$ cat src/rtl/instr_fetch.sv
`default_nettype none
// ============================================================================
//  Module      : instr_fetch
//  Description : Single-issue instruction fetch stage. Holds the program
//                counter, drives the instruction ROM address directly from
//                it and registers the returned word (with its address) for
//                decode. Supports start, stall, branch redirect and halt.
//                Optional RUN-cycle counter enabled by the macro
//                INSTR_FETCH_CYCLE_COUNT_EN (CycleCount is tied to 0 when
//                the macro is undefined).
//  Revision    : 1.0 - initial release
// ============================================================================
module instr_fetch #(
    parameter int PC_size = 16,
    parameter int DW      = 9
) (
    input  logic               CLK,
    input  logic               Reset_n,
    input  logic               Start,
    input  logic [PC_size-1:0] StartAddr,
    input  logic               Stall,
    input  logic               Branch,
    input  logic [PC_size-1:0] Target,
    input  logic               Halt,
    output logic [PC_size-1:0] ReadAddress,
    input  logic [DW-1:0]      Instruction,
    output logic [DW-1:0]      InstrOut,
    output logic [PC_size-1:0] InstrPC,
    output logic               InstrValid,
    output logic               Busy,
    output logic               Done,
    output logic [31:0]        CycleCount
);

    localparam logic [PC_size-1:0] PC_ONE = {{(PC_size-1){1'b0}}, 1'b1};

    typedef enum logic [1:0] {
        ST_IDLE   = 2'd0,
        ST_RUN    = 2'd1,
        ST_HALTED = 2'd2
    } state_t;

    state_t             state_q, state_d;
    logic [PC_size-1:0] pc_q,    pc_d;
    logic [DW-1:0]      instr_q, instr_d;
    logic [PC_size-1:0] ipc_q,   ipc_d;
    logic               valid_q, valid_d;
    logic               busy_q;
    logic               done_q;

    // Next-state decode: Halt beats Branch beats Stall while running;
    // control inputs other than Start are don't-care outside RUN.
    always_comb begin
        state_d = state_q;
        pc_d    = pc_q;
        instr_d = instr_q;
        ipc_d   = ipc_q;
        valid_d = valid_q;
        case (state_q)
            ST_IDLE, ST_HALTED: begin
                if (Start) begin
                    state_d = ST_RUN;
                    pc_d    = StartAddr;
                    valid_d = 1'b0;
                end
            end
            ST_RUN: begin
                if (Halt) begin
                    // PC is frozen; the word fetched this cycle is dropped.
                    state_d = ST_HALTED;
                    valid_d = 1'b0;
                end else if (Branch) begin
                    // Wrong-path word is squashed: one bubble, output holds.
                    pc_d    = Target;
                    valid_d = 1'b0;
                end else if (!Stall) begin
                    instr_d = Instruction;
                    ipc_d   = pc_q;
                    valid_d = 1'b1;
                    pc_d    = pc_q + PC_ONE; // natural wrap at all-ones
                end
            end
            default: begin
                state_d = ST_IDLE;
                valid_d = 1'b0;
            end
        endcase
    end

    // Fetch state and registered status outputs; reset wins over everything.
    always_ff @(posedge CLK) begin
        if (!Reset_n) begin
            state_q <= ST_IDLE;
            pc_q    <= '0;
            instr_q <= '0;
            ipc_q   <= '0;
            valid_q <= 1'b0;
            busy_q  <= 1'b0;
            done_q  <= 1'b0;
        end else begin
            state_q <= state_d;
            pc_q    <= pc_d;
            instr_q <= instr_d;
            ipc_q   <= ipc_d;
            valid_q <= valid_d;
            busy_q  <= (state_d == ST_RUN);
            done_q  <= (state_d == ST_HALTED);
        end
    end

    assign ReadAddress = pc_q;
    assign InstrOut    = instr_q;
    assign InstrPC     = ipc_q;
    assign InstrValid  = valid_q;
    assign Busy        = busy_q;
    assign Done        = done_q;

`ifdef INSTR_FETCH_CYCLE_COUNT_EN
    logic [31:0] cnt_q;

    // Count every cycle spent in RUN (stalls and bubbles included); clear on
    // an accepted Start and stick at all-ones.
    always_ff @(posedge CLK) begin
        if (!Reset_n) begin
            cnt_q <= '0;
        end else if ((state_q != ST_RUN) && Start) begin
            cnt_q <= '0;
        end else if ((state_q == ST_RUN) && (cnt_q != 32'hFFFF_FFFF)) begin
            cnt_q <= cnt_q + 32'd1;
        end
    end

    assign CycleCount = cnt_q;
`else
    assign CycleCount = 32'd0;
`endif

endmodule
`default_nettype wire

$ cat config.mk
export PLATFORM = sky130hd
export DESIGN_NAME = instr_fetch
export DESIGN_NICKNAME = d
export VERILOG_FILES = /design/src/rtl/instr_fetch.sv
export SDC_FILE = /design/constraint.sdc
export NUM_CORES = 1
export LEC_CHECK = 0
export BUFFER_PORTS_ARGS = -buffer_cell sky130_fd_sc_hd__buf_2
export CAP_MARGIN = 15
export CORE_AREA = 4 4 92 94
export DETAILED_ROUTE_END_ITERATION = 6
export DIE_AREA = 0 0 96 98
export PLACE_DENSITY = 0.7
export SETUP_SLACK_MARGIN = 0.02
export SYNTH_ARGS = -nofsm -noshare
export SYNTH_HDL_FRONTEND = slang
export SYNTH_SLANG_ARGS = --single-unit
export TNS_END_PERCENT = 30
$ cat constraint.sdc
create_clock -name CLK -period 2 [get_ports CLK]
set_input_delay 0.4 -clock CLK [delete_from_list [all_inputs] [get_ports CLK]]
set_output_delay 0.4 -clock CLK [all_outputs]
set_load 0.02 [all_outputs]
Yosys cells after proc, flatten, opt, wreduce, memory -nomap -nowiden
Cells that the tools add are included. W data, S select, Z words.

Bits of input ports: 47. Register bits: 46. Output and inout port bits: 76. Word-level logic and storage cells: 38.

Add/sub/neg operators: 1. Bitwise logic cells: 3. Eq/ne operators: 8. Reduce and logical (&&, ||, !) cells: 6. Mux-type cells: 13.

Operators by type and width (count): $mux W16 (4); $pmux W16 S2 (1); $add A16 B1 Y16 const B (1); $reduce_and A4 Y1 (2); $eq A2 B1 Y1 const B (2); $eq A2 B2 Y1 const B (2); $mux W1 (4); $mux W2 (2); $ne A2 B2 Y1 const B (2); $ne A4 B4 Y1 const B (1); $pmux W2 S2 (1); $ne A3 B3 Y1 const B (1); $not A1 Y1 (3); $logic_not A2 Y1 (1); $pmux W1 S2 (1); $reduce_and A2 Y1 (1); $reduce_bool A2 Y1 (1); $reduce_or A2 Y1 (1).

Logic depth before layout (Yosys ltp)
Gate-level depths: netlist of run 1.

Depth after elaboration: 5. Depth in mapped cells: 6. Mapped depth without buffers: 5.

Least setup slack after synthesis of run 1
OpenSTA, ideal clock, no wires.

Path type: reg2reg. From: reg pc_q[0] (netlist: ReadAddress[0]). To: reg pc_q[14] (netlist: ReadAddress[14]). Clock period less this slack: 1861 ps. Slack: 139 ps. Library setup time: 92 ps. Required time: 1908 ps. Buffers on the path: 1. Stages on the path, launching flop included: 7. Arrival time: 1769 ps. Path through: dfxtp_1 ha_1 and3_1 clkbuf_1 nand4_1 o221a_2 nor4_1.

Word-level cells in the longest chain between the ends: 5.

RTL lines: start, declared (line 44) `logic [PC_size-1:0] pc_q, pc_d;`; start signal, assigned (line 102) `pc_q <= pc_d;`; $add A16 B1 Y16 (line 80) `pc_d = pc_q + PC_ONE;`; $mux W16 (line 76) `end else if (!Stall) begin`; $mux W16 (line 72) `end else if (Branch) begin`; $mux W16 (line 68) `if (Halt) begin`; $pmux W16 S2 (line 59) `case (state_q)`.

No other way between the ends. The select of a mux whose other input is x is not followed. A chain may end at the register's enable or synchronous reset.

Worst setup path after layout of run 1
From: reg state_q[0]. To: reg pc_q[7] (netlist: ReadAddress[7]).

Word-level cells in the longest chain between the ends: 4. Elaborated cells on any way between the ends: 10. Classes of those cells: eq/ne: 5; mux: 1; reduce/logical: 4.

RTL lines: start, declared (line 43) `state_t state_q, state_d;`; start signal, assigned (line 101) `state_q <= state_d;`; $eq A2 B2 Y1 / $logic_not A2 Y1 (equally long branches) (line 59); $reduce_or A2 Y1 (line 59); $ne A2 B2 Y1 (no line) / $reduce_bool A2 Y1 (equally long branches); $reduce_and A4 Y1 (no line).

Parallel ways exist; a longest one is shown, timed or not.

==> results of run 1 <==
## registers in the layout (all words and copies together), names as in the netlist
name         flops
Busy             1
Done             1
InstrOut         9
InstrPC         16
InstrValid       1
ReadAddress     16
state_q          2
## worst max-delay path: cells and delay by family, from the launching register on
family	cells	cell delay (ps)
simple gates	2	990
flops	1	460
compound gates	2	350
## worst max-delay path by stage
stage | slack [ps] | from | end | depth (start not counted)
2_1_floorplan | 140 | ReadAddress[0] | ReadAddress[14] | 6
3_3_place_gp | 160 | Branch | ReadAddress[7] | 5
3_5_place_dp | 130 | Branch | ReadAddress[7] | 5
4_1_cts | 140 | state_q[0] | ReadAddress[7] | 4
5_1_grt | 30 | state_q[0] | ReadAddress[7] | 4
6_report | 150 | state_q[0] | ReadAddress[7] | 4
## layer usage
layer  track usage, %  vias up  share of wire [%]
met1             21.3     1157                 42
met3             3.70       11                8.9
met5                0        -                  0
li1                 -     1196                  -
met4             5.25        0                1.2
met2             24.1      125                 47
## cell usage in the layout, fill, tap and decap left out, types with 3 or more instances in the layout
cell,count
sky130_fd_sc_hd__mux2_2,3
sky130_fd_sc_hd__a21oi_1,23
sky130_fd_sc_hd__mux2i_1,31
sky130_fd_sc_hd__and4b_1,3
sky130_fd_sc_hd__and4_1,4
sky130_fd_sc_hd__nand2_1,14
sky130_fd_sc_hd__clkbuf_8,6
sky130_fd_sc_hd__buf_2,90
sky130_fd_sc_hd__buf_4,16
sky130_fd_sc_hd__nand3_1,6
sky130_fd_sc_hd__nand2b_1,8
sky130_fd_sc_hd__a211o_1,3
sky130_fd_sc_hd__nand4_1,3
sky130_fd_sc_hd__o21ai_0,13
sky130_fd_sc_hd__nor4_1,5
sky130_fd_sc_hd__conb_1,32
sky130_fd_sc_hd__a211oi_1,4
sky130_fd_sc_hd__nor2_1,37
sky130_fd_sc_hd__and3_1,3
sky130_fd_sc_hd__dfxtp_1,46
sky130_fd_sc_hd__inv_1,6
## power breakdown
part	switching, mW	internal [mW]
logic	0.282	0.172
registers	0.0550	0.955
clock network	0.334	0.278
## logic make-up (layout without fill, tap and decap cells)
kind of cell / Yosys count / in the layout
xor gates and xnor gates: 4 / 4
adders and majority gates: 1 / 1
AOI/OAI and AO/OA: 63 / 63
muxes: 34 / 34
and+or+nand+nor: 96 / 96
other: 1 / 32
buffers and inverters: 59 / 121
DFF: 46 / 46
## through the flow
stage / setup slack, ps / area [um^2] / hold WS (ps) / std cells
6_report: 148 / 3190 / 327 / 499
5_1_grt: 29.5 / 3190 / 337 / 499
4_1_cts: 140 / 3190 / 324 / 499
3_5_place_dp: 130 / 3090 / 473 / 491
3_3_place_gp: 159 / 3090 / 468 / 491
2_1_floorplan: 139 / 2730 / 547 / 335
## synthesized netlist by cell type (all sizes together) (2+ instances only)
cell type and instances:
o221a 2, nor3b 2, nand4 3, o311ai 2
and2 2, o211ai 2, o31a 2, a21oi 23
o22ai 2, clkbuf 16, nor4 5, and4b 3
inv 6, a211o 3, and4 4, and3 3
xnor2 2, dfxtp 46, mux2 3, a211oi 4
nand3 6, a31oi 2, mux2i 31, nor2 37
nand2b 8, nor2b 2, xor2 2, nand2 14
o311a 2, buf 36, o21ai 13
## area by class of cell
type	count	area, um^2	area share [%]
inverters	7	26.3	0.825
multi-input cells	230	1450	45.4
well taps	102	128	4.01
clock buffers	6	82.6	2.59
repair buffers	106	571	17.9
clock inverters	2	12.5	0.393
flip-flops and latches	46	921	28.9
==> impl_metrics.csv, run 1 <==
group,metric,value,unit
floorplan,start_util,34.2,%
synthesis,synth.top_cells.by_area,"sky130_fd_sc_hd__dfxtp_1 35%, sky130_fd_sc_hd__mux2i_1 12%, sky130_fd_sc_hd__buf_4 9.2%",
final_layout,final_nets,444,
placement,finalWeightedCongestion,0.868,
timing,timing.final.max_slew_violations,0,
timing,setup_viol,0,
synthesis,yosysUniqueCellTypes,49,
cts,worst_skew_pair.late_latency,310,ps
cts,cts_made_buffers,5,
routing,drt-vias-per-instance,4.99,
synthesis,synth_simple_gate_area_share,19.6,%
run_status,status,"finished, final reports clean",
power,static-leakage-power,1.45,nW
final_layout,finalCoreUtilization,41.7,%
cts,path_clk_slew,90,ps
global_route,gr-total-overflow,0,
setup_path,slowest_stage,"sky130_fd_sc_hd__or4_1",
timing,finalSetupTns,0,ps
setup_path,critical-path-max-stage-delay,530,ps
routing,wl_per_cell,14.6,um
synthesis,synth_top_family_by_area,"simple AND/OR/NAND/NOR gates",
cts,clock_root_buffer_master,"sky130_fd_sc_hd__clkbuf_8",
global_route,vias_in_the_first_global_route,2386,
cts,cts_post_setup_buffers_inserted,0,
floorplan,die_h,98,um
setup_path,reg_to_reg_setup_timing_slack,150,ps
synthesis,netlist_area,2620,um^2
final_layout,antenna-diode-count,0,
routing,first_pass_iters,4,
routing,dr_total_vias,2489,
synthesis,seq_area_frac_synth,35.2,%
floorplan,fp.dieArea,9410,um^2
floorplan,io-pin-count,123,
synthesis,post-synth-top-area-cell,"sky130_fd_sc_hd__dfxtp_1",
final_layout,total_of_fill_cells_in_the_finished_design,786,
setup_path,ff2ff_path_depth,4,
routing,route.final.wire_length,7.29,mm
setup_path,worst-endpoint-arrival,2100,ps
floorplan,core_region_area,7650,um^2
cts,cts_resized,0,
timing,max_clock_freq,540,MHz
setup_path,critical_path.cell_chain,"or3b_1 > or4_1 > a31o_1 > a21oi_1",
synthesis,synth_ff_type,"sky130_fd_sc_hd__dfxtp_1",
timing,fin_worst_skew,7.49,ps
setup_path,criticalPathCategory,"flip-flop to flip-flop",
global_route,grt_first_pass_wirelength,11.8,mm
worst_hold_path,hold_depth,3,
synthesis,synth-compound-area-share,16.1,%
worst_hold_path,worstHoldStart,"Instruction[8]",
cts,numClockSinks,46,
synthesis,synthArstFlopShare,0,%
synthesis,synth-adder-area-share,0.478,%
routing,drc_errors,0,
routing,drtAntennaViolNets,0,
global_route,grt_max_degree,33,
synthesis,postSynthRegisterBits,46,
synthesis,syn_area_per_cell,8.60,um^2
setup_path,kind_of_launch_point_of_the_worst_setup_path,"flip-flop",
floorplan,dieWidth,96,um
global_route,global_route.usage.total,15.6,%
synthesis,postSynthCellCount,304,
cts,cts_hold_buffers,0,
timing,final_min_period_over_clock_period,92.6,%
power,ir_drop,0.000299,V
worst_hold_path,hold_crit_endpoint,"InstrOut[8]",
synthesis,synthMuxAreaShare,13.2,%
floorplan,placement_rows,32,
setup_path,reg2reg_start,"state_q[0]",
placement,port_buffers,90,
setup_path,crit-reg2reg-capture,"ReadAddress[7]",
setup_path,timing.critical_path.to_type,"flip-flop",
timing,finalWorstPathRequiredPeriod,1850,ps
synthesis,synthDominantCellAreaShare,35.2,%
placement,place.detailed.hpwl,5.64,mm
final_layout,layout_cells_sized_above_1,30.5,%
synthesis,synth_xor_area_share,1.34,%
worst_hold_path,worst_hold_path_type,"input pin to flip-flop",
timing,rsz0062_at_grt,"false",
routing,drt_iter0_drc,148,
setup_path,timing.critical_path.fanout_max,10,
cts,htree_num_levels,2,
flow_run,maxCapViolCount,0,
setup_path,critical_path_data_required_time,2240,ps
final_layout,flow.area_growth_from_synthesis,21.8,%
power,pwr_dens,652,nW/um^2
synthesis,synth_enable_flop_cells,0,
power,totalPowerFinal,2.08,mW
global_route,grt_antenna_before_repair,0,
cts,tritoncts_clock_tree,"built",
synthesis,yosysWarnings,0,
cts,ctsLongestPathBuffers,2,
timing,final_hold_viol_count,0,
No activity file was read; power rests on OpenSTA's default activity.
==> inputs of run 2 (changes only) <==
==> constraint.sdc (replaced) <==
create_clock -name CLK -period 2 [get_ports CLK]
set_input_delay 0.1 -clock CLK [delete_from_list [all_inputs] [get_ports CLK]]
set_output_delay 0.1 -clock CLK [all_outputs]
set_load 0.02 [all_outputs]
==> impl_metrics.csv, run 2 (synthesized netlist as in run 1, its figures left out) <==
group,metric,value,unit
routing,first_pass_iters,4,
floorplan,io-pin-count,123,
final_layout,commonest_non_fill_non_tap_cell_in_the_layout,"sky130_fd_sc_hd__buf_2",
floorplan,die_h,98,um
cts,cts_hold_buffers,0,
floorplan,fp.dieArea,9410,um^2
power,pwr_dens,649,nW/um^2
cts,worst_skew_pair.late_latency,300,ps
timing,final_min_period_over_clock_period,95.1,%
cts,path_clk_slew,90,ps
timing,finalWorstPathRequiredPeriod,1900,ps
setup_path,worst-endpoint-arrival,2140,ps
setup_path,reg2reg_start,"state_q[0]",
power,ir_drop,0.000300,V
setup_path,crit-reg2reg-capture,"ReadAddress[7]",
final_layout,total_of_fill_cells_in_the_finished_design,771,
worst_hold_path,hold_crit_endpoint,"InstrOut[8]",
worst_hold_path,worst_hold_path_type,"input pin to flip-flop",
timing,whs,31.7,ps
routing,drc_errors,0,
timing,finalSetupTns,0,ps
power,static-leakage-power,1.46,nW
routing,drtAntennaViolNets,0,
floorplan,core_region_area,7650,um^2
setup_path,critical_path_data_required_time,2240,ps
routing,met2_length,3.38,mm
routing,met3_length,561,um
global_route,grt_antenna_before_repair,0,
timing,rsz0062_at_grt,"false",
worst_hold_path,worstHoldStart,"Instruction[8]",
setup_path,kind_of_launch_point_of_the_worst_setup_path,"flip-flop",
setup_path,reg_to_reg_setup_timing_slack,100,ps
global_route,global_route.usage.total,15.6,%
setup_path,slowest_stage,"sky130_fd_sc_hd__or4_1",
cts,cts_post_setup_buffers_inserted,0,
routing,route.final.wire_length,7.30,mm
routing,wl_met1,3.27,mm
timing,timing.final.max_slew_violations,0,
final_layout,layout_common_cells,"90 x sky130_fd_sc_hd__buf_2, 46 x sky130_fd_sc_hd__dfxtp_1, 37 x sky130_fd_sc_hd__nor2_1",
setup_path,critical-path-max-stage-delay,540,ps
routing,wl_per_cell,14.6,um
floorplan,start_util,34.2,%
cts,cts_made_buffers,5,
setup_path,ff2ff_path_depth,4,
final_layout,final_nets,445,
timing,max_clock_freq,526,MHz
timing,final_hold_viol_count,0,
worst_hold_path,hold_depth,3,
cts,cts_resized,0,
cts,tritoncts_clock_tree,"built",
setup_path,criticalPathCategory,"flip-flop to flip-flop",
routing,top_layer,"met4",
routing,drt-vias-per-instance,4.97,
timing,setup_viol,0,
setup_path,cp_num_buf_inv,0,
setup_path,timing.critical_path.to_type,"flip-flop",
floorplan,placement_rows,32,
routing,drt_iter0_drc,110,
global_route,grt_first_pass_wirelength,11.7,mm
placement,finalWeightedCongestion,0.871,
global_route,gr-total-overflow,0,
timing,relSlewSlack,65.4,%
timing,worst_pin_slew,518,ps
routing,dr_total_vias,2489,
cts,htree_num_levels,2,
flow_run,maxCapViolCount,0,
global_route,vias_in_the_first_global_route,2327,
timing,fin_worst_skew,6.24,ps
final_layout,flow.area_growth_from_synthesis,22.1,%
setup_path,crit_family,"simple AND/OR/NAND/NOR gates",
setup_path,timing.critical_path.fanout_max,10,
run_status,status,"finished, final reports clean",
setup_path,critical_path.cell_chain,"or3b_1 > or4_1 > a31o_1 > a21oi_1",
placement,port_buffers,90,
cts,numClockSinks,46,
cts,ctsLongestPathBuffers,2,
floorplan,dieWidth,96,um
final_layout,layout_cells_sized_above_1,30.4,%
global_route,grt_max_degree,32,
cts,clock_root_buffer_master,"sky130_fd_sc_hd__clkbuf_8",
placement,place.detailed.hpwl,5.66,mm
==> run 2: cell count changes in the layout (fill, tap and decap cells not counted), sizes merged <==
| cell | before | now |
|---|---|---|
| clkbuf | 6 | 7 |
| buf | 106 | 107 |
| clkinvlp | 1 | 0 |
| diode | 0 | 1 |
==> run 2: worst max path at each step <==
stage | start | to | slack, ps | cells after the start
2_1_floorplan | ReadAddress[0] | ReadAddress[14] | 140 | 6
3_3_place_gp | state_q[0] | ReadAddress[7] | 230 | 4
3_5_place_dp | state_q[0] | ReadAddress[7] | 130 | 4
4_1_cts | state_q[0] | ReadAddress[7] | 90 | 4
5_1_grt | state_q[0] | ReadAddress[7] | 20 | 4
6_report | state_q[0] | ReadAddress[7] | 100 | 4
==> run 2: cell type report <==
cell class              instances  area, um^2  area share, %
diodes                          1        2.50         0.0784
clock inverters                 1        5.00          0.157
inverters                       7        26.3          0.823
repair buffers                107         578           18.1
multi-input cells             230        1450           45.3
flip-flops and latches         46         921           28.9
well taps                     102         128           4.00
clock buffers                   7        86.3           2.70
==> run 2: stage by stage <==
| step | std cells | worst slack (ps) | power, mW | utilization [%] | instance area, um^2 |
|---|---|---|---|---|---|
| after floorplan | 335 | 139 | 1.36 | - | 2730 |
| after global placement | 492 | 229 | 1.48 | 40.5 | 3100 |
| final | 501 | 97.1 | 2.07 | 41.7 | 3190 |
| after global routing | 500 | 23.1 | 2.17 | 41.7 | 3190 |
| after detailed placement | 492 | 130 | 1.48 | 40.5 | 3100 |
| after CTS | 500 | 92.9 | 2.08 | 41.7 | 3190 |
==> run 2: tightest hold or removal path: cells and delay by family <==
family        cells  cell delay (ps)
buf+inv           1               80
simple gates      1               70
mux               1               50
==> run 2: power by group <==
group	internal, mW	switching [mW]	leakage (nW)	total, mW
combinational	0.174	0.285	1.04	0.459
clock	0.280	0.328	0.0482	0.608
sequential	0.955	0.0507	0.375	1.01
total	1.41	0.664	1.46	2.07
==> run 2: metal layers <==
layer  up-vias  global-route usage [%]
met2       123                    24.6
li1       1199                       -
met4         0                    5.25
met1      1156                    21.1
met3        11                    3.00
met5         -                       0
==> inputs of run 3 (changes only) <==
ABC_CLOCK_PERIOD_IN_PS = 2000   (was unset)
CORE_AREA = 2 2 90 92   (was 4 4 92 94)
DIE_AREA = 0 0 92 94   (was 0 0 96 98)
==> impl_metrics.csv, run 3 (synthesized netlist as in run 1, its figures left out) <==
group,metric,value,unit
run_status,status,"finished, final reports clean",
final_layout,storage_cell_area,921,um^2
timing,max_clock_freq,531,MHz
timing,worst_pin_slew,512,ps
setup_path,timing.critical_path.fanout_max,10,
routing,drt_iter0_drc,196,
setup_path,reg_to_reg_setup_timing_slack,120,ps
setup_path,criticalPathCategory,"flip-flop to flip-flop",
timing,relSlewSlack,65.9,%
setup_path,reg2reg_start,"state_q[0]",
timing,rsz0062_at_grt,"false",
floorplan,dieWidth,92,um
timing,setup_viol,0,
floorplan,core_region_area,7610,um^2
power,static-leakage-power,1.47,nW
setup_path,ff2ff_path_depth,4,
floorplan,io-pin-count,123,
cts,path_clk_slew,100,ps
final_layout,final_nets,447,
timing,setup_ws,116,ps
routing,drtAntennaViolNets,0,
power,ir_drop,0.000407,V
final_layout,finalCoreUtilization,42.2,%
cts,cts_resized,0,
final_layout,antenna-diode-count,0,
timing,final_min_period_over_clock_period,94.2,%
cts,cts_made_buffers,5,
routing,drt-vias-per-instance,4.97,
flow_run,maxCapViolCount,0,
worst_hold_path,hold_crit_endpoint,"InstrOut[5]",
floorplan,placement_rows,32,
placement,dp_worst_setup_slack,169,ps
routing,route.final.wire_length,7.22,mm
routing,wl_per_cell,14.4,um
placement,placedInstanceArea,3110,um^2
global_route,global_route.usage.total,16.5,%
timing,fin_worst_skew,9.52,ps
routing,drc_errors,0,
cts,ctsLongestPathBuffers,2,
worst_hold_path,worstHoldStart,"Instruction[5]",
cts,cts_post_setup_buffers_inserted,0,
floorplan,die_h,94,um
timing,finalSetupTns,0,ps
cts,tritoncts_clock_tree,"built",
power,pwr_dens,648,nW/um^2
floorplan,start_util,34.4,%
cts,htree_num_levels,2,
global_route,gr-total-overflow,0,
cts,worst_skew_pair.late_latency,310,ps
final_layout,total_of_fill_cells_in_the_finished_design,789,
setup_path,timing.critical_path.to_type,"flip-flop",
final_layout,commonest_non_fill_non_tap_cell_in_the_layout,"sky130_fd_sc_hd__buf_2",
final_layout,flow.area_growth_from_synthesis,22.6,%
cts,cts_hold_buffers,0,
final_layout,post-route-cell-area,3210,um^2
timing,timing.final.max_slew_violations,0,
worst_hold_path,hold_depth,3,
timing,finalWorstPathRequiredPeriod,1880,ps
final_layout,layout_common_cells,"90 x sky130_fd_sc_hd__buf_2, 46 x sky130_fd_sc_hd__dfxtp_1, 37 x sky130_fd_sc_hd__nor2_1",
setup_path,kind_of_launch_point_of_the_worst_setup_path,"flip-flop",
routing,dr_total_vias,2496,
placement,finalWeightedCongestion,0.861,
global_route,vias_in_the_first_global_route,2336,
global_route,grt_antenna_before_repair,0,
final_layout,multi_input_comb_area,1450,um^2
global_route,grt_first_pass_wirelength,11.4,mm
routing,first_pass_iters,4,
cts,clock_root_buffer_master,"sky130_fd_sc_hd__clkbuf_8",
placement,port_buffers,90,
setup_path,crit-reg2reg-capture,"ReadAddress[7]",
global_route,grt_max_degree,33,
power,totalPowerFinal,2.08,mW
worst_hold_path,worst_hold_path_type,"input pin to flip-flop",
setup_path,critical_path_data_required_time,2250,ps
floorplan,fp.dieArea,8650,um^2
timing,final_hold_viol_count,0,
setup_path,worst-endpoint-arrival,2130,ps
final_layout,layout_cells_sized_above_1,31.0,%
cts,numClockSinks,46,
placement,place.detailed.hpwl,5.48,mm
[run 3: layout make-up]
class                      count  share of cell area (%)
multi-input combinational    230                    45.1
clock buffer                   5                    2.15
tap                          102                    3.98
timing repair buffer         109                    18.5
inverter                       7                   0.819
sequential                    46                    28.7
clock inverter                 3                   0.780
[run 3: worst max-delay path by stage]
stage                     slack [ps]           start              end
after floorplan                  140  ReadAddress[0]  ReadAddress[14]
after global placement           220      state_q[0]   ReadAddress[7]
after detailed placement         170      state_q[0]   ReadAddress[7]
after CTS                        120      state_q[0]   ReadAddress[7]
after global routing              20      state_q[0]   ReadAddress[7]
final                            120      state_q[0]   ReadAddress[7]
[run 3: critical path: stages (launching register included)]
cell	delay (ps)
sky130_fd_sc_hd__dfxtp_1	460
sky130_fd_sc_hd__or3b_1	470
sky130_fd_sc_hd__or4_1	540
sky130_fd_sc_hd__a31o_1	230
sky130_fd_sc_hd__a21oi_1	110
[run 3: stage by stage]
step                      hold WS (ps)  instances
after floorplan                    247        335
after global placement             334        494
after detailed placement           344        494
after CTS                         15.0        502
after global routing              15.2        502
final                             17.5        502
[run 3: report_power, final]
| part | switching (mW) | total, mW | internal (mW) |
|---|---|---|---|
| clock | 0.352 | 0.605 | 0.253 |
| combinational | 0.289 | 0.468 | 0.179 |
| sequential | 0.0503 | 1.01 | 0.955 |
| total | 0.692 | 2.08 | 1.39 |
[run 3: per-layer routing]
layer / vias to the layer above / part of all wire (%) / global-route usage, %
met5: - / 0 / 0
met4: 0 / 1.8 / 4.85
met3: 13 / 6.6 / 2.97
met2: 111 / 47 / 27.9
met1: 1165 / 45 / 21.6
li1: 1207 / - / -
